===== src/rtl/a2d_scan.sv =====
// a2d_scan: pipelined multi-slot A2D scanner that sequences conversions through a 16-bit SPI master.
// Optional per-slot averaging over 2^AVG_LOG2 scans is built when A2D_AVG_EN is defined.
module a2d_scan #(
    parameter int unsigned NUM_CH   = 3,
    parameter logic [23:0] CH_MAP   = 24'h000160,
    parameter int unsigned DATA_W   = 12,
    parameter int unsigned AVG_LOG2 = 2
) (
    input  logic                     clk,
    input  logic                     rst,
    input  logic                     nxt,
    input  logic                     cont,
    output logic                     busy,
    output logic                     wrt,
    output logic [15:0]              cmd,
    input  logic                     done,
    input  logic [15:0]              rd_data,
    output logic [NUM_CH*DATA_W-1:0] result,
    output logic [NUM_CH-1:0]        ch_upd,
    output logic                     scan_done
);

    typedef enum logic [1:0] {StIdle, StSend, StWait, StGap} state_e;

    localparam logic [3:0] LastK = 4'(NUM_CH);

    state_e                   state_q, state_d;
    logic [3:0]               k_q, k_d;
    logic                     busy_q, busy_d;
    logic                     wrt_q, wrt_d;
    logic                     scan_done_q, scan_done_d;
    logic [15:0]              cmd_q, cmd_d;
    logic [NUM_CH*DATA_W-1:0] result_q, result_d;
    logic [NUM_CH-1:0]        ch_upd_q, ch_upd_d;

    logic [DATA_W-1:0] sample;
    logic [2:0]        cap_slot;
    logic              cap_en;
    logic              win_last;
    logic              unused_rd;

    assign sample    = rd_data[DATA_W-1:0];
    assign unused_rd = ^rd_data;
    // Readback of transaction k belongs to the slot commanded in transaction k-1.
    assign cap_slot  = 3'(k_q - 4'd1);

    function automatic logic [15:0] slot_cmd(input logic [3:0] kk);
        logic [2:0] slot;
        logic [2:0] ch;
        slot = (kk < LastK) ? kk[2:0] : 3'd0;
        ch   = CH_MAP[3*slot +: 3];
        return {2'b00, ch, 11'h000};
    endfunction

`ifdef A2D_AVG_EN
    localparam int unsigned     AccW    = DATA_W + AVG_LOG2;
    localparam int unsigned     CntW    = (AVG_LOG2 > 0) ? AVG_LOG2 : 1;
    localparam logic [CntW-1:0] CntLast = CntW'((1 << AVG_LOG2) - 1);

    logic [AccW-1:0] acc_q [NUM_CH];
    logic [AccW-1:0] acc_d [NUM_CH];
    logic [AccW-1:0] acc_sum;
    logic [CntW-1:0] cnt_q, cnt_d;

    assign win_last = (cnt_q == CntLast);
`else
    assign win_last = 1'b1;
`endif

    always_comb begin
        state_d     = state_q;
        k_d         = k_q;
        busy_d      = busy_q;
        wrt_d       = 1'b0;
        cmd_d       = cmd_q;
        result_d    = result_q;
        ch_upd_d    = '0;
        scan_done_d = 1'b0;
        cap_en      = 1'b0;
`ifdef A2D_AVG_EN
        acc_d       = acc_q;
        cnt_d       = cnt_q;
        acc_sum     = '0;
`endif
        unique case (state_q)
            StIdle: begin
                if (nxt || cont) begin
                    state_d = StSend;
                    k_d     = 4'd0;
                    busy_d  = 1'b1;
                    wrt_d   = 1'b1;
                    cmd_d   = slot_cmd(4'd0);
                end
            end
            StSend: state_d = StWait;
            StWait: begin
                if (done) begin
                    state_d     = StGap;
                    cap_en      = (k_q != 4'd0);
                    scan_done_d = (k_q == LastK) && win_last;
                end
            end
            StGap: begin
                if (k_q != LastK) begin
                    k_d     = k_q + 4'd1;
                    state_d = StSend;
                    wrt_d   = 1'b1;
                    cmd_d   = slot_cmd(k_q + 4'd1);
                end else begin
                    k_d = 4'd0;
`ifdef A2D_AVG_EN
                    cnt_d = win_last ? '0 : cnt_q + 1'b1;
`endif
                    if (cont) begin
                        state_d = StSend;
                        wrt_d   = 1'b1;
                        cmd_d   = slot_cmd(4'd0);
                    end else begin
                        state_d = StIdle;
                        busy_d  = 1'b0;
                    end
                end
            end
            default: state_d = StIdle;
        endcase

        for (int i = 0; i < NUM_CH; i++) begin
            if (cap_en && (cap_slot == 3'(i))) begin
`ifdef A2D_AVG_EN
                acc_sum = acc_q[i] + AccW'(sample);
                if (win_last) begin
                    result_d[i*DATA_W +: DATA_W] = DATA_W'(acc_sum >> AVG_LOG2);
                    acc_d[i]                     = '0;
                    ch_upd_d[i]                  = 1'b1;
                end else begin
                    acc_d[i] = acc_sum;
                end
`else
                result_d[i*DATA_W +: DATA_W] = sample;
                ch_upd_d[i]                  = 1'b1;
`endif
            end
        end
    end

    always_ff @(posedge clk or posedge rst) begin
        if (rst) begin
            state_q     <= StIdle;
            k_q         <= 4'd0;
            busy_q      <= 1'b0;
            wrt_q       <= 1'b0;
            cmd_q       <= 16'h0000;
            result_q    <= '0;
            ch_upd_q    <= '0;
            scan_done_q <= 1'b0;
`ifdef A2D_AVG_EN
            acc_q       <= '{default: '0};
            cnt_q       <= '0;
`endif
        end else begin
            state_q     <= state_d;
            k_q         <= k_d;
            busy_q      <= busy_d;
            wrt_q       <= wrt_d;
            cmd_q       <= cmd_d;
            result_q    <= result_d;
            ch_upd_q    <= ch_upd_d;
            scan_done_q <= scan_done_d;
`ifdef A2D_AVG_EN
            acc_q       <= acc_d;
            cnt_q       <= cnt_d;
`endif
        end
    end

    assign busy      = busy_q;
    assign wrt       = wrt_q;
    assign cmd       = cmd_q;
    assign result    = result_q;
    assign ch_upd    = ch_upd_q;
    assign scan_done = scan_done_q;

endmodule


===== config.mk =====
export PLATFORM = sky130hd
export DESIGN_NAME = a2d_scan
export DESIGN_NICKNAME = d
export VERILOG_FILES = /design/src/rtl/a2d_scan.sv
export SDC_FILE = /design/constraint.sdc
export NUM_CORES = 1
export LEC_CHECK = 0
export ABC_CLOCK_PERIOD_IN_PS = 3500
export CORE_UTILIZATION = 50
export DETAILED_ROUTE_END_ITERATION = 16
export MAX_ROUTING_LAYER = met4
export PLACE_DENSITY_LB_ADDON = 0.3
export RECOVER_POWER = 50
export SYNTH_ARGS = -nofsm -noshare
export SYNTH_HDL_FRONTEND = slang
export SYNTH_SLANG_ARGS = --single-unit

===== constraint.sdc =====
create_clock -name clk -period 3.5 [get_ports clk]
set_input_delay 0.525 -clock clk [delete_from_list [all_inputs] [get_ports clk]]
set_output_delay 0.525 -clock clk [all_outputs]
set_load 0.02 [all_outputs]

# Word-level counts from Yosys, hierarchy flattened
# Index checks and enable logic that the tools add are counted.
# classes
n_addsub	2
n_mul	1
n_lt_le_gt_ge	1
eq_ne	12
n_shift	1
mux	28
reduce_logical	12
# ops
cell	n
16-bit two-way mux	3
16-bit case mux with 2 select lines	1
24-bit by 6-bit variable part select with 3-bit output (first input constant)	1
1-bit two-way mux	15
4-bit two-way mux	2
2-bit != test (second input constant)	4
2-bit case mux with 4 select lines	1
4-bit case mux with 2 select lines	1
2-bit by 3-bit multiplier with 5-bit output (first input constant)	1
4-bit by 1-bit adder with 4-bit output (second input constant)	1
2-bit equality test (second input constant)	2
4-bit by 2-bit equality test with 1-bit output (second input constant)	1
4-bit by 2-bit less-than comparator with 1-bit output (second input constant)	1
2-bit two-way mux	2
4-bit by 2-bit != test with 1-bit output (second input constant)	1
1-bit case mux with 2 select lines	2
2-bit AND reduction	2
4-bit AND reduction	1
4-bit nonzero test	1
3-bit by 1-bit equality test with 1-bit output (second input constant)	1
3-bit by 2-bit equality test with 1-bit output (second input constant)	1
1-bit logical AND	3
3-bit logical NOT	1
3-bit two-way mux	1
other kinds (7)	7
# totals
reg_bits	64
input_bits	21
output_inout_bits	58
wordCells	67

# Depth between registers and ports, before layout
# depth
word_depth	7
ltp_mapped	7
depth_no_buf	7

# Least setup slack after synthesis
# No wires, ideal clock.
# synth_timing
path_kind	reg2reg
from	reg k_q[0]
to	reg result_q[0] (netlist: result[0])
arrival_time_ns	1.649
slack_ns	1.726
path_stages_with_launch	8
n_path_buf	1
synth_period_minus_slack_ns	1.774
cell_sequence	dfrtp_1 inv_1 ha_1 nor2_2 o21ai_4 a21oi_4 buf_12 mux2_4
# synth_between
elab_chain_cells	4
word_cells_on_any_way	6
# synth_rtl
item	line_no	rtl
start: declaration	28	logic [3:0] k_q, k_d;
start signal: assignment	162	k_q <= k_d;
branches (longest 3 deep; another with 3-bit by 1-bit subtractor with 3-bit output)	--	
1-bit logical AND (*)	128	if (cap_en && (cap_slot == 3'(i))) begin
end signal: assignment	166	result_q <= result_d;
end: declaration	33	logic [NUM_CH*DATA_W-1:0] result_q, result_d;
# Mark *: on every way between the ends.
# A chain may end at the register's enable or synchronous reset.

==> impl_metrics.ini <==
[worst_setup_path]
crit_cells = 2
path_max_fanout = 50
reg2reg_to = result[9]
crit_chain = dlygate4sd3_1 -> inv_1
path_class = in2async
path_buf_inv = 2
crit_family = buffers and inverters
cp-end-kind = async pin
critPathArrivalTime_ns = 2.36
critPathMaxStageDelay_ns = 1.28
reg2regPathDepth = 6
reg2reg_from = k_q[0]
r2r_setup_slack_ns = 1.35
cp.required_ns = 3.57
slowest_stage = inv_1
cp-start-kind = input port

[sta]
slew_viol_final = 51
worst_pin_slew_ns = 1.80
hold_viol = 0
min_period_ns = 2.28
skew_ns = 0.00901
whs_ns = 0.502
fmax_ghz = 0.438
rsz0062_at_grt = no
finalSetupTns_ns = 0
setup_viol_count_final = 0
slew_headroom = -0.203
period_share = 0.652

[clocking]
clock_sinks = 50
clkLatencyLatePin_ns = 0.30
postCtsSetupBuffers = 0
cts_tree = built
cts_root_buf = clkbuf_8
htreeDepth = 2
numCtsBuffers = 5
cts-hold-fix-buffers = 0
cts_buffer_depth = 2
clkTransAtPathRegs_ns = 0.09
cts_resized = 0

[global_route]
antenna_found_initial = 0
grt_max_degree = 51
grt_pass1_wl_um = 7050
grt_overflow = 0
track_usage = 0.186
grt_pass1_vias = 1474

[die]
fp.dieW_um = 71.9
core_mm2 = 0.00472
rows = 25
die-area_mm2 = 0.00517
start_util = 0.517
die_y_um = 71.9
pin_count = 79

[pwr]
power_frac_seq = 0.438
power.switching_mw = 0.561
p_int_mw = 1.09
clockPowerShare = 0.194
leakagePower_nw = 1.46
swShare = 0.340
p_comb_frac = 0.368
peakVddDrop_uv = 359
pwr_density_cell_mw_per_mm2 = 535
p_total_mw = 1.65

[detailed_routing]
drc = 0
drt_wl_total_um = 4200
drt-vias-per-instance = 4.88
vias = 1489
drtIter0Drc = 46
ant_nets = 0
dr.pass1.iters = 4
wl_per_cell_um = 13.8

[synth]
yosys_warnings = 0
syn_avg_cell_area_um2 = 13.9
synthXorXnorAreaFrac = 0
synthCells = 176
ys_seq_area_frac = 0.512
muxShareOfSynthArea = 0.212
async_flop_share = 1.00
netlist.area_leader.share = 0.512
synthFlopType = dfrtp_1
synth-simple-area-share = 0.0697
yosys-top-cells-area = dfrtp_1 51%, mux2_4 17%, ha_1 5.1%, mux2_2 4.6%, buf_4 4.3%
synth_edf_count = 0
ys_ff_latch = 50
yosysTopAreaCell = dfrtp_1
synthTopCellsByCount = 50 x dfrtp_1, 27 x mux2_4, 14 x buf_4
yosysUniqueCellTypes = 36
synth-compound-area-share = 0.0727
synth_top_family_by_area = multiplexers
yosys.area_share.adder = 0.0512
synth.most_common_cell = dfrtp_1
syn-cell-area_mm2 = 0.00244

[worst_hold_path]
hp-start = cmd[13]
whs_path_depth = 1
whs_endpoint = cmd[13]
min_path_type = reg2reg

[final_layout]
final_util = 0.654
n_antenna_cell = 0
regArea_mm2 = 0.00125
design_area_mm2 = 0.00309
final_net_count = 269
syn2layout_area_growth_pct = 26.5
drive_gt1_frac = 0.214
fill_cells = 374
multiInputGateArea_mm2 = 0.00104

[place]
gp_congestion = 0.788
portBuffers = 60
placed_area_mm2 = 0.00301
dpl.hpwl_um = 3070

[status]
status = finished with violations
violations = capacitance limit, slew limit

[job]
maxCapViolCount = 1
metrics by stage:
| stage | worst slack [ns] | std cells |
|---|---|---|
| 6_report | 1.22 | 305 |
| 5_1_grt | 0.722 | 305 |
| 3_3_place_gp | 1.23 | 298 |
| 2_1_floorplan | 1.73 | 189 |
| 3_5_place_dp | 1.20 | 298 |
| 4_1_cts | 1.34 | 305 |
how the worst max path moves through the flow:
stage,end,slack [ns],from
final,result[27],1.22,rst
after global routing,k_q[0],0.72,rst
after CTS,result[9],1.34,k_q[0]
after detailed placement,result[9],1.20,done
after global placement,result[8],1.23,done
after floorplan,result[0],1.73,k_q[0]
per-layer routing:
layer,share of wire,vias to the layer above,wire (um),track usage
li1,-,702,-,-
met3,0.040,4,166,0.0444
met2,0.47,48,1950,0.292
met1,0.48,735,2020,0.236
met5,0,-,0,-
met4,0.014,0,59,0.0719
state kept, by name, summed over array words and instances (netlist names):
name       flops
result        36
k_q            4
ch_upd         3
cmd            2
state_q        2
busy           1
scan_done      1
wrt            1
placed cells by master, fill, tap and decap left out, types with 2 or more instances in the layout:
| cell | Yosys | layout |
|---|---|---|
| dlygate4sd3_1 | 0 | 18 |
| clkinvlp_4 | 0 | 2 |
| mux2_2 | 10 | 10 |
| clkdlybuf4s50_1 | 0 | 42 |
| a21oi_4 | 3 | 3 |
| nand2b_1 | 3 | 3 |
| dfrtp_1 | 50 | 50 |
| o21ai_0 | 6 | 7 |
| nor2b_1 | 3 | 3 |
| clkbuf_8 | 0 | 5 |
| inv_1 | 7 | 7 |
| a21oi_1 | 2 | 2 |
| o31ai_1 | 2 | 2 |
| mux2_4 | 27 | 27 |
| nand3_1 | 5 | 5 |
| nand2_1 | 9 | 9 |
| ha_1 | 10 | 10 |
| conb_1 | 1 | 14 |
area by class of cell:
cell class | instances | share of cell area
clock buffers | 5 | 0.0223
multi-input cells | 114 | 0.338
clock inverters | 2 | 0.00486
flip-flops and latches | 50 | 0.405
repair buffers | 60 | 0.194
inverters | 7 | 0.00851
well taps | 67 | 0.0271
power by group through the flow:
stage	registers [mW]	logic, mW	clock network [mW]
finish	0.723	0.608	0.321
global route	0.734	0.673	0.350
CTS	0.725	0.625	0.329
detailed placement	0.736	0.623	0
global placement	0.734	0.611	0
floorplan	0.812	0.328	0
cell families (layout without fill, tap and decap cells):
| family | Yosys count | count (layout) |
|---|---|---|
| adder cells (fa/ha/maj) | 10 | 10 |
| multiplexers | 37 | 37 |
| buffers and inverters | 25 | 74 |
| flip-flops | 50 | 50 |
| other | 1 | 14 |
| AND/OR/NAND/NOR | 31 | 31 |
| AO/OA/AOI/OAI | 22 | 22 |
Power figures use the tool's default switching activity.
